**src/rtl/decode_pkg.sv**
```systemverilog
// rtl/decode_pkg.sv - shared opcode constants, opclass/format/state enums for decode
package decode_pkg;

  localparam logic [6:0] OPC_LUI      = 7'b0110111;
  localparam logic [6:0] OPC_AUIPC    = 7'b0010111;
  localparam logic [6:0] OPC_JAL      = 7'b1101111;
  localparam logic [6:0] OPC_JALR     = 7'b1100111;
  localparam logic [6:0] OPC_BRANCH   = 7'b1100011;
  localparam logic [6:0] OPC_LOAD     = 7'b0000011;
  localparam logic [6:0] OPC_STORE    = 7'b0100011;
  localparam logic [6:0] OPC_OPIMM    = 7'b0010011;
  localparam logic [6:0] OPC_OP       = 7'b0110011;
  localparam logic [6:0] OPC_MISC_MEM = 7'b0001111;
  localparam logic [6:0] OPC_SYSTEM   = 7'b1110011;

  // Encoding 0 is reserved for the reset/no-result value, so ILLEGAL is non-zero.
  typedef enum logic [3:0] {
    OC_NONE    = 4'd0,
    OC_LUI     = 4'd1,
    OC_AUIPC   = 4'd2,
    OC_JAL     = 4'd3,
    OC_JALR    = 4'd4,
    OC_BRANCH  = 4'd5,
    OC_LOAD    = 4'd6,
    OC_STORE   = 4'd7,
    OC_OPIMM   = 4'd8,
    OC_OP      = 4'd9,
    OC_MISC    = 4'd10,
    OC_ILLEGAL = 4'd11
  } opclass_e;

  typedef enum logic [2:0] {
    FMT_R,
    FMT_I,
    FMT_S,
    FMT_B,
    FMT_U,
    FMT_J
  } fmt_e;

  typedef enum logic [1:0] {
    S_IDLE,
    S_DECODE,
    S_READ,
    S_DONE
  } state_e;

endpackage

```
**src/rtl/decode_if.sv**
```systemverilog
// rtl/decode_if.sv - register-file read port between decode and the register file
interface decode_if;
  logic [4:0]  reg_addr1;
  logic [4:0]  reg_addr2;
  logic [31:0] reg_data1;
  logic [31:0] reg_data2;

  modport master (output reg_addr1, output reg_addr2, input reg_data1, input reg_data2);
  modport slave  (input reg_addr1, input reg_addr2, output reg_data1, output reg_data2);
endinterface

```
**src/rtl/decode_imm_gen.sv**
```systemverilog
// rtl/decode_imm_gen.sv - combinational RV32I immediate generator
module imm_gen
  import decode_pkg::*;
(
  input  logic [31:7] instr,
  input  fmt_e        fmt,
  output logic [31:0] imm
);

  // Assemble the sign-extended immediate for the instruction format; R-type yields 0.
  always_comb begin
    imm = '0;
    case (fmt)
      FMT_I:   imm = {{20{instr[31]}}, instr[31:20]};
      FMT_S:   imm = {{20{instr[31]}}, instr[31:25], instr[11:7]};
      FMT_B:   imm = {{19{instr[31]}}, instr[31], instr[7], instr[30:25], instr[11:8], 1'b0};
      FMT_U:   imm = {instr[31:12], 12'b0};
      FMT_J:   imm = {{11{instr[31]}}, instr[31], instr[19:12], instr[20], instr[30:21], 1'b0};
      default: imm = '0;
    endcase
  end

endmodule

```
**src/rtl/decode.sv**
```systemverilog
// rtl/decode.sv - three-edge instruction decode stage with register-file operand read
module decode
  import decode_pkg::*;
(
  input  logic        clk,
  input  logic        rstn,
  input  logic        enabled,
  input  logic [31:0] pc,
  input  logic [31:0] instr_raw,
  decode_if.master    rf,
  output logic        completed,
  output logic [31:0] pc_n,
  output opclass_e    opclass,
  output logic [4:0]  rd,
  output logic [4:0]  rs1,
  output logic [4:0]  rs2,
  output logic [2:0]  funct3,
  output logic [6:0]  funct7,
  output logic [31:0] imm,
  output logic [31:0] rs1_val,
  output logic [31:0] rs2_val,
  output logic        illegal
);

  state_e      state;
  state_e      state_nx;
  logic [31:0] instr_q;
  logic        done;

  opclass_e    dec_class;
  fmt_e        dec_fmt;
  logic        use_rd;
  logic        use_rs1;
  logic        use_rs2;
  logic [31:0] gen_imm;

  imm_gen u_imm_gen (
    .instr (instr_q[31:7]),
    .fmt   (dec_fmt),
    .imm   (gen_imm)
  );

  // Classify the latched word: opclass, immediate format and which register fields are live.
  always_comb begin
    dec_class = OC_ILLEGAL;
    dec_fmt   = FMT_R;
    use_rd    = 1'b0;
    use_rs1   = 1'b0;
    use_rs2   = 1'b0;
    if (instr_q[1:0] == 2'b11) begin
      case (instr_q[6:0])
        OPC_LUI:    begin dec_class = OC_LUI;    dec_fmt = FMT_U; use_rd = 1'b1; end
        OPC_AUIPC:  begin dec_class = OC_AUIPC;  dec_fmt = FMT_U; use_rd = 1'b1; end
        OPC_JAL:    begin dec_class = OC_JAL;    dec_fmt = FMT_J; use_rd = 1'b1; end
        OPC_JALR:   begin dec_class = OC_JALR;   dec_fmt = FMT_I; use_rd = 1'b1; use_rs1 = 1'b1; end
        OPC_BRANCH: begin dec_class = OC_BRANCH; dec_fmt = FMT_B; use_rs1 = 1'b1; use_rs2 = 1'b1; end
        OPC_LOAD:   begin dec_class = OC_LOAD;   dec_fmt = FMT_I; use_rd = 1'b1; use_rs1 = 1'b1; end
        OPC_STORE:  begin dec_class = OC_STORE;  dec_fmt = FMT_S; use_rs1 = 1'b1; use_rs2 = 1'b1; end
        OPC_OPIMM:  begin dec_class = OC_OPIMM;  dec_fmt = FMT_I; use_rd = 1'b1; use_rs1 = 1'b1; end
        OPC_OP:     begin dec_class = OC_OP;     dec_fmt = FMT_R; use_rd = 1'b1; use_rs1 = 1'b1; use_rs2 = 1'b1; end
        OPC_MISC_MEM, OPC_SYSTEM: begin
          dec_class = OC_MISC; dec_fmt = FMT_I; use_rd = 1'b1; use_rs1 = 1'b1;
        end
        default: ;
      endcase
    end
  end

  // State register.
  always_ff @(posedge clk) begin
    if (rstn) state <= S_IDLE;
    else      state <= state_nx;
  end

  // Next state: a start strobe restarts from any state, otherwise walk DECODE -> READ -> DONE.
  always_comb begin
    state_nx = state;
    if (enabled) begin
      state_nx = S_DECODE;
    end else begin
      case (state)
        S_DECODE: state_nx = S_READ;
        S_READ:   state_nx = S_DONE;
        default:  state_nx = state;
      endcase
    end
  end

  // Datapath: latch on start, register decoded fields in DECODE, capture operands in READ.
  always_ff @(posedge clk) begin
    if (rstn) begin
      instr_q      <= '0;
      done         <= 1'b0;
      pc_n         <= '0;
      opclass      <= OC_NONE;
      rd           <= '0;
      rs1          <= '0;
      rs2          <= '0;
      funct3       <= '0;
      funct7       <= '0;
      imm          <= '0;
      rs1_val      <= '0;
      rs2_val      <= '0;
      illegal      <= 1'b0;
      rf.reg_addr1 <= '0;
      rf.reg_addr2 <= '0;
    end else if (enabled) begin
      pc_n    <= pc;
      instr_q <= instr_raw;
      done    <= 1'b0;
    end else begin
      case (state)
        S_DECODE: begin
          opclass      <= dec_class;
          rd           <= use_rd  ? instr_q[11:7]  : 5'd0;
          rs1          <= use_rs1 ? instr_q[19:15] : 5'd0;
          rs2          <= use_rs2 ? instr_q[24:20] : 5'd0;
          rf.reg_addr1 <= use_rs1 ? instr_q[19:15] : 5'd0;
          rf.reg_addr2 <= use_rs2 ? instr_q[24:20] : 5'd0;
          funct3       <= instr_q[14:12];
          funct7       <= instr_q[31:25];
          imm          <= gen_imm;
          illegal      <= (dec_class == OC_ILLEGAL);
        end
        S_READ: begin
          rs1_val <= (rs1 == 5'd0) ? 32'd0 : rf.reg_data1;
          rs2_val <= (rs2 == 5'd0) ? 32'd0 : rf.reg_data2;
          done    <= 1'b1;
        end
        default: ;
      endcase
    end
  end

  assign completed = done & ~enabled;

endmodule

```
**src/flat_wrapper.sv**
```systemverilog
// flat-port wrapper written by rule: the top's interface ports become plain ports
module decode_flat import decode_pkg::*;
  (clk, rstn, enabled, pc, instr_raw, completed, pc_n, opclass, rd, rs1, rs2, funct3, funct7, imm, rs1_val, rs2_val, illegal, rf_reg_addr1, rf_reg_addr2, rf_reg_data1, rf_reg_data2);
  decode_if rf_i ();
  input  logic clk;
  input  logic rstn;
  input  logic enabled;
  input  logic [31:0] pc;
  input  logic [31:0] instr_raw;
  output logic completed;
  output logic [31:0] pc_n;
  output opclass_e opclass;
  output logic [4:0] rd;
  output logic [4:0] rs1;
  output logic [4:0] rs2;
  output logic [2:0] funct3;
  output logic [6:0] funct7;
  output logic [31:0] imm;
  output logic [31:0] rs1_val;
  output logic [31:0] rs2_val;
  output logic illegal;
  output wire logic [$bits(rf_i.reg_addr1)-1:0] rf_reg_addr1;
  output wire logic [$bits(rf_i.reg_addr2)-1:0] rf_reg_addr2;
  input wire logic [$bits(rf_i.reg_data1)-1:0] rf_reg_data1;
  input wire logic [$bits(rf_i.reg_data2)-1:0] rf_reg_data2;
  assign rf_reg_addr1 = rf_i.reg_addr1;
  assign rf_reg_addr2 = rf_i.reg_addr2;
  assign rf_i.reg_data1 = rf_reg_data1;
  assign rf_i.reg_data2 = rf_reg_data2;
  decode u_core (.clk(clk), .rstn(rstn), .enabled(enabled), .pc(pc), .instr_raw(instr_raw), .rf(rf_i), .completed(completed), .pc_n(pc_n), .opclass(opclass), .rd(rd), .rs1(rs1), .rs2(rs2), .funct3(funct3), .funct7(funct7), .imm(imm), .rs1_val(rs1_val), .rs2_val(rs2_val), .illegal(illegal));
endmodule
```
**config.mk**
```make
export PLATFORM = sky130hd
export DESIGN_NAME = decode_flat
export DESIGN_NICKNAME = d
export VERILOG_FILES = /design/src/rtl/decode_pkg.sv /design/src/rtl/decode_if.sv /design/src/rtl/decode_imm_gen.sv /design/src/rtl/decode.sv /design/src/flat_wrapper.sv
export SDC_FILE = /design/constraint.sdc
export NUM_CORES = 1
export LEC_CHECK = 0
export ABC_CLOCK_PERIOD_IN_PS = 2090
export CORE_MARGIN = 4
export CORE_UTILIZATION = 43
export CTS_CLUSTER_SIZE = 16
export DETAILED_ROUTE_END_ITERATION = 10
export HOLD_SLACK_MARGIN = 0.05
export PLACE_DENSITY_LB_ADDON = 0.15
export SLEW_MARGIN = 20
export SYNTH_ARGS = -nofsm -noshare
export SYNTH_HDL_FRONTEND = slang
export SYNTH_SLANG_ARGS = --single-unit
export TNS_END_PERCENT = 20
```
**constraint.sdc**
```tcl
create_clock -name clk -period 2.09 [get_ports clk]
set_clock_uncertainty 0.05 [all_clocks]
set_input_delay 0.209 -clock clk [delete_from_list [all_inputs] [get_ports clk]]
set_output_delay 0.209 -clock clk [all_outputs]
set_load 0.03 [all_outputs]
```
==> flow_summary.ini <==
[cells_and_area]
drive_gt1_share_pct = 8.65
final_core_utilization_pct = 67.0
ff_latch_area_um2 = 3870
multiInputGateArea_um2 = 3100
areaGrowthSynthToFinish_pct = 52.6
nFillCells = 1411
fin_nets = 1183
diodes = 0

[timing]
tns_ns = 0
hold_ws_ns = 0.0787
setup_slack_ns = 0.125
rsz0062_at_grt = no
finalHoldViolations = 0
setup-violations-final = 0
maxSlewHeadroom_pct = 39.8
final_max_slew_viol_count = 0
period_minus_slack_ns = 1.96
worstMarginPinSlew_ns = 0.903
post-route-period-util_pct = 94.0
max_freq_mhz = 509

[drt]
wl_per_cell_um = 18.3
drt-total-wl_um = 23500
firstDrtPassIters = 5
drcViolationCount = 0
antenna_left = 0
drt_iter0_markers = 404
vias = 6588
vias_per_cell = 5.13

[critical_path]
startpoint = u_core.instr_q[6]$_SDFFE_PP0P_
cp_top_family = compound AO/OA/AOI/OAI gates
r2r_start = u_core.instr_q[6]$_SDFFE_PP0P_
worstPathCellList = nor2b_1 -> a22o_1 -> a221oi_4 -> buf_4 -> nor4b_4 -> buf_4 -> a311o_1
cp.required_ns = 2.35
cp.arrival_ns = 2.22
worst-path-buf-inv = 2
slowest_delay_ns = 0.39
end_kind = flop
slowest_stage = dfxtp_2
cp_common_cell = buf_4
r2r_cells = 7
crit_type = flop to flop
cp.depth = 7
start_kind = flop
path_max_fanout = 12

[clock_network]
cts_buffer_depth = 2
cts_tree = yes
clock-sinks = 193
clkTransAtPathRegs_ns = 0.07
cts_max_level = 4
cts_buffers = 17
cts-root-buf = clkbuf_16
insertion_delay_ns = 0.42

[floorplan]
ios = 300
rows = 47
dieArea_um2 = 19100
die_h_um = 138
start_util_pct = 43.9
core_area_um2 = 16600
die_w_um = 138

[placement]
dp_hpwl_um = 16900
gp_routability_congestion = 0.897
pre_cts_slack_ns = -0.0126
io_buffers = 299

[yosys]
synth-edff-count = 0
ys.flop_type = dfxtp_1
synth_seq_cells = 193
synthCells = 769
async_flop_share_pct = 0
synth_area_um2 = 7280
ys.warnings.count = 0
yosys-top-cells-area = dfxtp_1 53%, mux2i_1 8.8%, nor2_1 8.0%
yosys.area.top_type = dfxtp_1
synth_cell_types = 53
synth_nets = 902
synth-seq-area-share_pct = 53.1
syn_avg_cell_area_um2 = 9.47
synth_top_area_share_pct = 53.1

[power]
leakagePower_nw = 4.24
peakVddDrop_mv = 0.650
power.density_nw_per_um2 = 707
finalPower_mw = 7.86

[worst_hold_path]
hold_depth = 3
min_path_type = primary input to flop
hold_start = enabled

[global_route]
grt_max_degree = 156
track_usage_pct = 23.9
grt_pass1_vias = 6587
antenna_found_initial = 0
global_route.overflow_total = 0
grt_first_pass_wirelength_um = 37100

[outcome]
status = completed

[job]
maxCapViolations = 0
-- state kept, by name, summed over array words and instances, names as in the netlist --
register / count
u_core.state: 2
u_core.imm: 32
u_core.illegal: 1
u_core.done: 1
u_core.funct3: 3
u_core.opclass: 4
u_core.instr_q: 32
u_core.funct7: 7
u_core.rs1_val: 32
u_core.rf.reg_addr1: 5
u_core.rs2_val: 32
u_core.pc_n: 32
u_core.rf.reg_addr2: 5
u_core.rd: 5
-- kinds of logic (layout without fill, tap and decap cells) --
family                     after synthesis  count (layout)  share of synthesized area (%)
buffers and inverters                   77             371                           4.79
DFF                                    193             193                           53.1
AOI/OAI and AO/OA                      174             174                           17.4
adders and majority gates                2               2                          0.344
and+or+nand+nor                        258             258                           15.5
muxes                                   65              65                           8.95
-- report_power, final --
group	internal (mW)	switching (mW)	leakage (nW)
Combinational	0.442	0.408	2.39
Clock	1.64	1.53	0.279
Sequential	3.76	0.0790	1.57
Total	5.84	2.02	4.24
-- cell usage in the layout (no fill, tap or decap), types with 2 or more instances in the layout --
cell	n
ha_1	2
nor3_1	5
o21ai_0	14
a21boi_0	2
a41o_1	4
nor2_4	2
nor2b_1	7
nor4b_1	2
a32oi_1	6
a22o_1	13
inv_6	4
clkbuf_16	17
a22oi_1	70
a21oi_2	2
and2_1	9
o21bai_1	3
clkinvlp_4	2
nor2_1	154
clkdlybuf4s50_1	297
nand3_1	9
dfxtp_1	189
clkbuf_8	2
buf_4	36
inv_8	4
mux2i_1	64
nand2b_1	5
and3_1	3
or2_2	3
o22ai_1	2
dfxtp_2	4
nand2_1	49
a311o_1	8
inv_1	3
a21oi_1	35
clkinv_4	2
-- through the flow --
| step | area (um2) | cells |
|---|---|---|
| 4_1_cts | 11100 | 1282 |
| 5_1_grt | 11100 | 1283 |
| 6_report | 11100 | 1283 |
| 2_1_floorplan | 7280 | 769 |
| 3_3_place_gp | 10500 | 1248 |
| 3_5_place_dp | 10500 | 1248 |
-- tightest hold or removal path, stage by stage --
cell	delay (ns)
buf_4	0.12
nor2_1	0.07
o21a_1	0.10
-- routing by layer --
metal	vias up	wire length, um	global-route usage (%)
met1	3081	9930	29.7
li1	3252	-	-
met2	229	11200	39.4
met3	26	1880	8.87
met4	0	427	6.19
met5	-	0	0
-- cell type report --
class,instances,share of cell area (%)
Sequential cell,193,34.8
Timing Repair Buffer,336,29.6
Clock buffer,19,4.07
Clock inverter,13,1.06
Inverter,3,0.101
Multi-Input combinational cell,499,27.9
Tap cell,220,2.48
-- Yosys cell counts (2+ instances only) --
cell type	n
nand2_1	50
a311o_1	8
nand3_1	9
ha_1	2
o21bai_1	3
clkbuf_1	42
nor4b_1	2
buf_2	12
dfxtp_1	193
and2_1	9
a32oi_1	6
nor3_1	5
a21oi_1	37
inv_1	3
o21ai_0	14
o22ai_1	2
a22o_1	13
nand2b_1	6
or2_2	3
nor2_1	155
buf_1	8
a21boi_0	2
buf_4	12
a41o_1	4
mux2i_1	64
and3_1	3
a22oi_1	70
nor2b_1	7
-- timing repair --
action / in CTS / in global routing
hold buffers: 1 / 0
endpoints found under the hold margin: 6 / 0
pin swaps: 0 / 1
endpoints found under the setup margin: 8 / 73
resized for setup: 0 / 11
buffers inserted: 1 / 1
-- path summary, 6_finish.rpt --
kind / endpoint / slack (ns)
max: u_core.imm[12]$_SDFFE_PP0P_ / 0.13
min: u_core.done$_SDFFE_PP0P_ / 0.08
max reg2reg: u_core.imm[12]$_SDFFE_PP0P_ / 0.13
min reg2reg: u_core.imm[10]$_SDFFE_PP0P_ / 0.41
No activity file was read; power rests on OpenSTA's default activity.
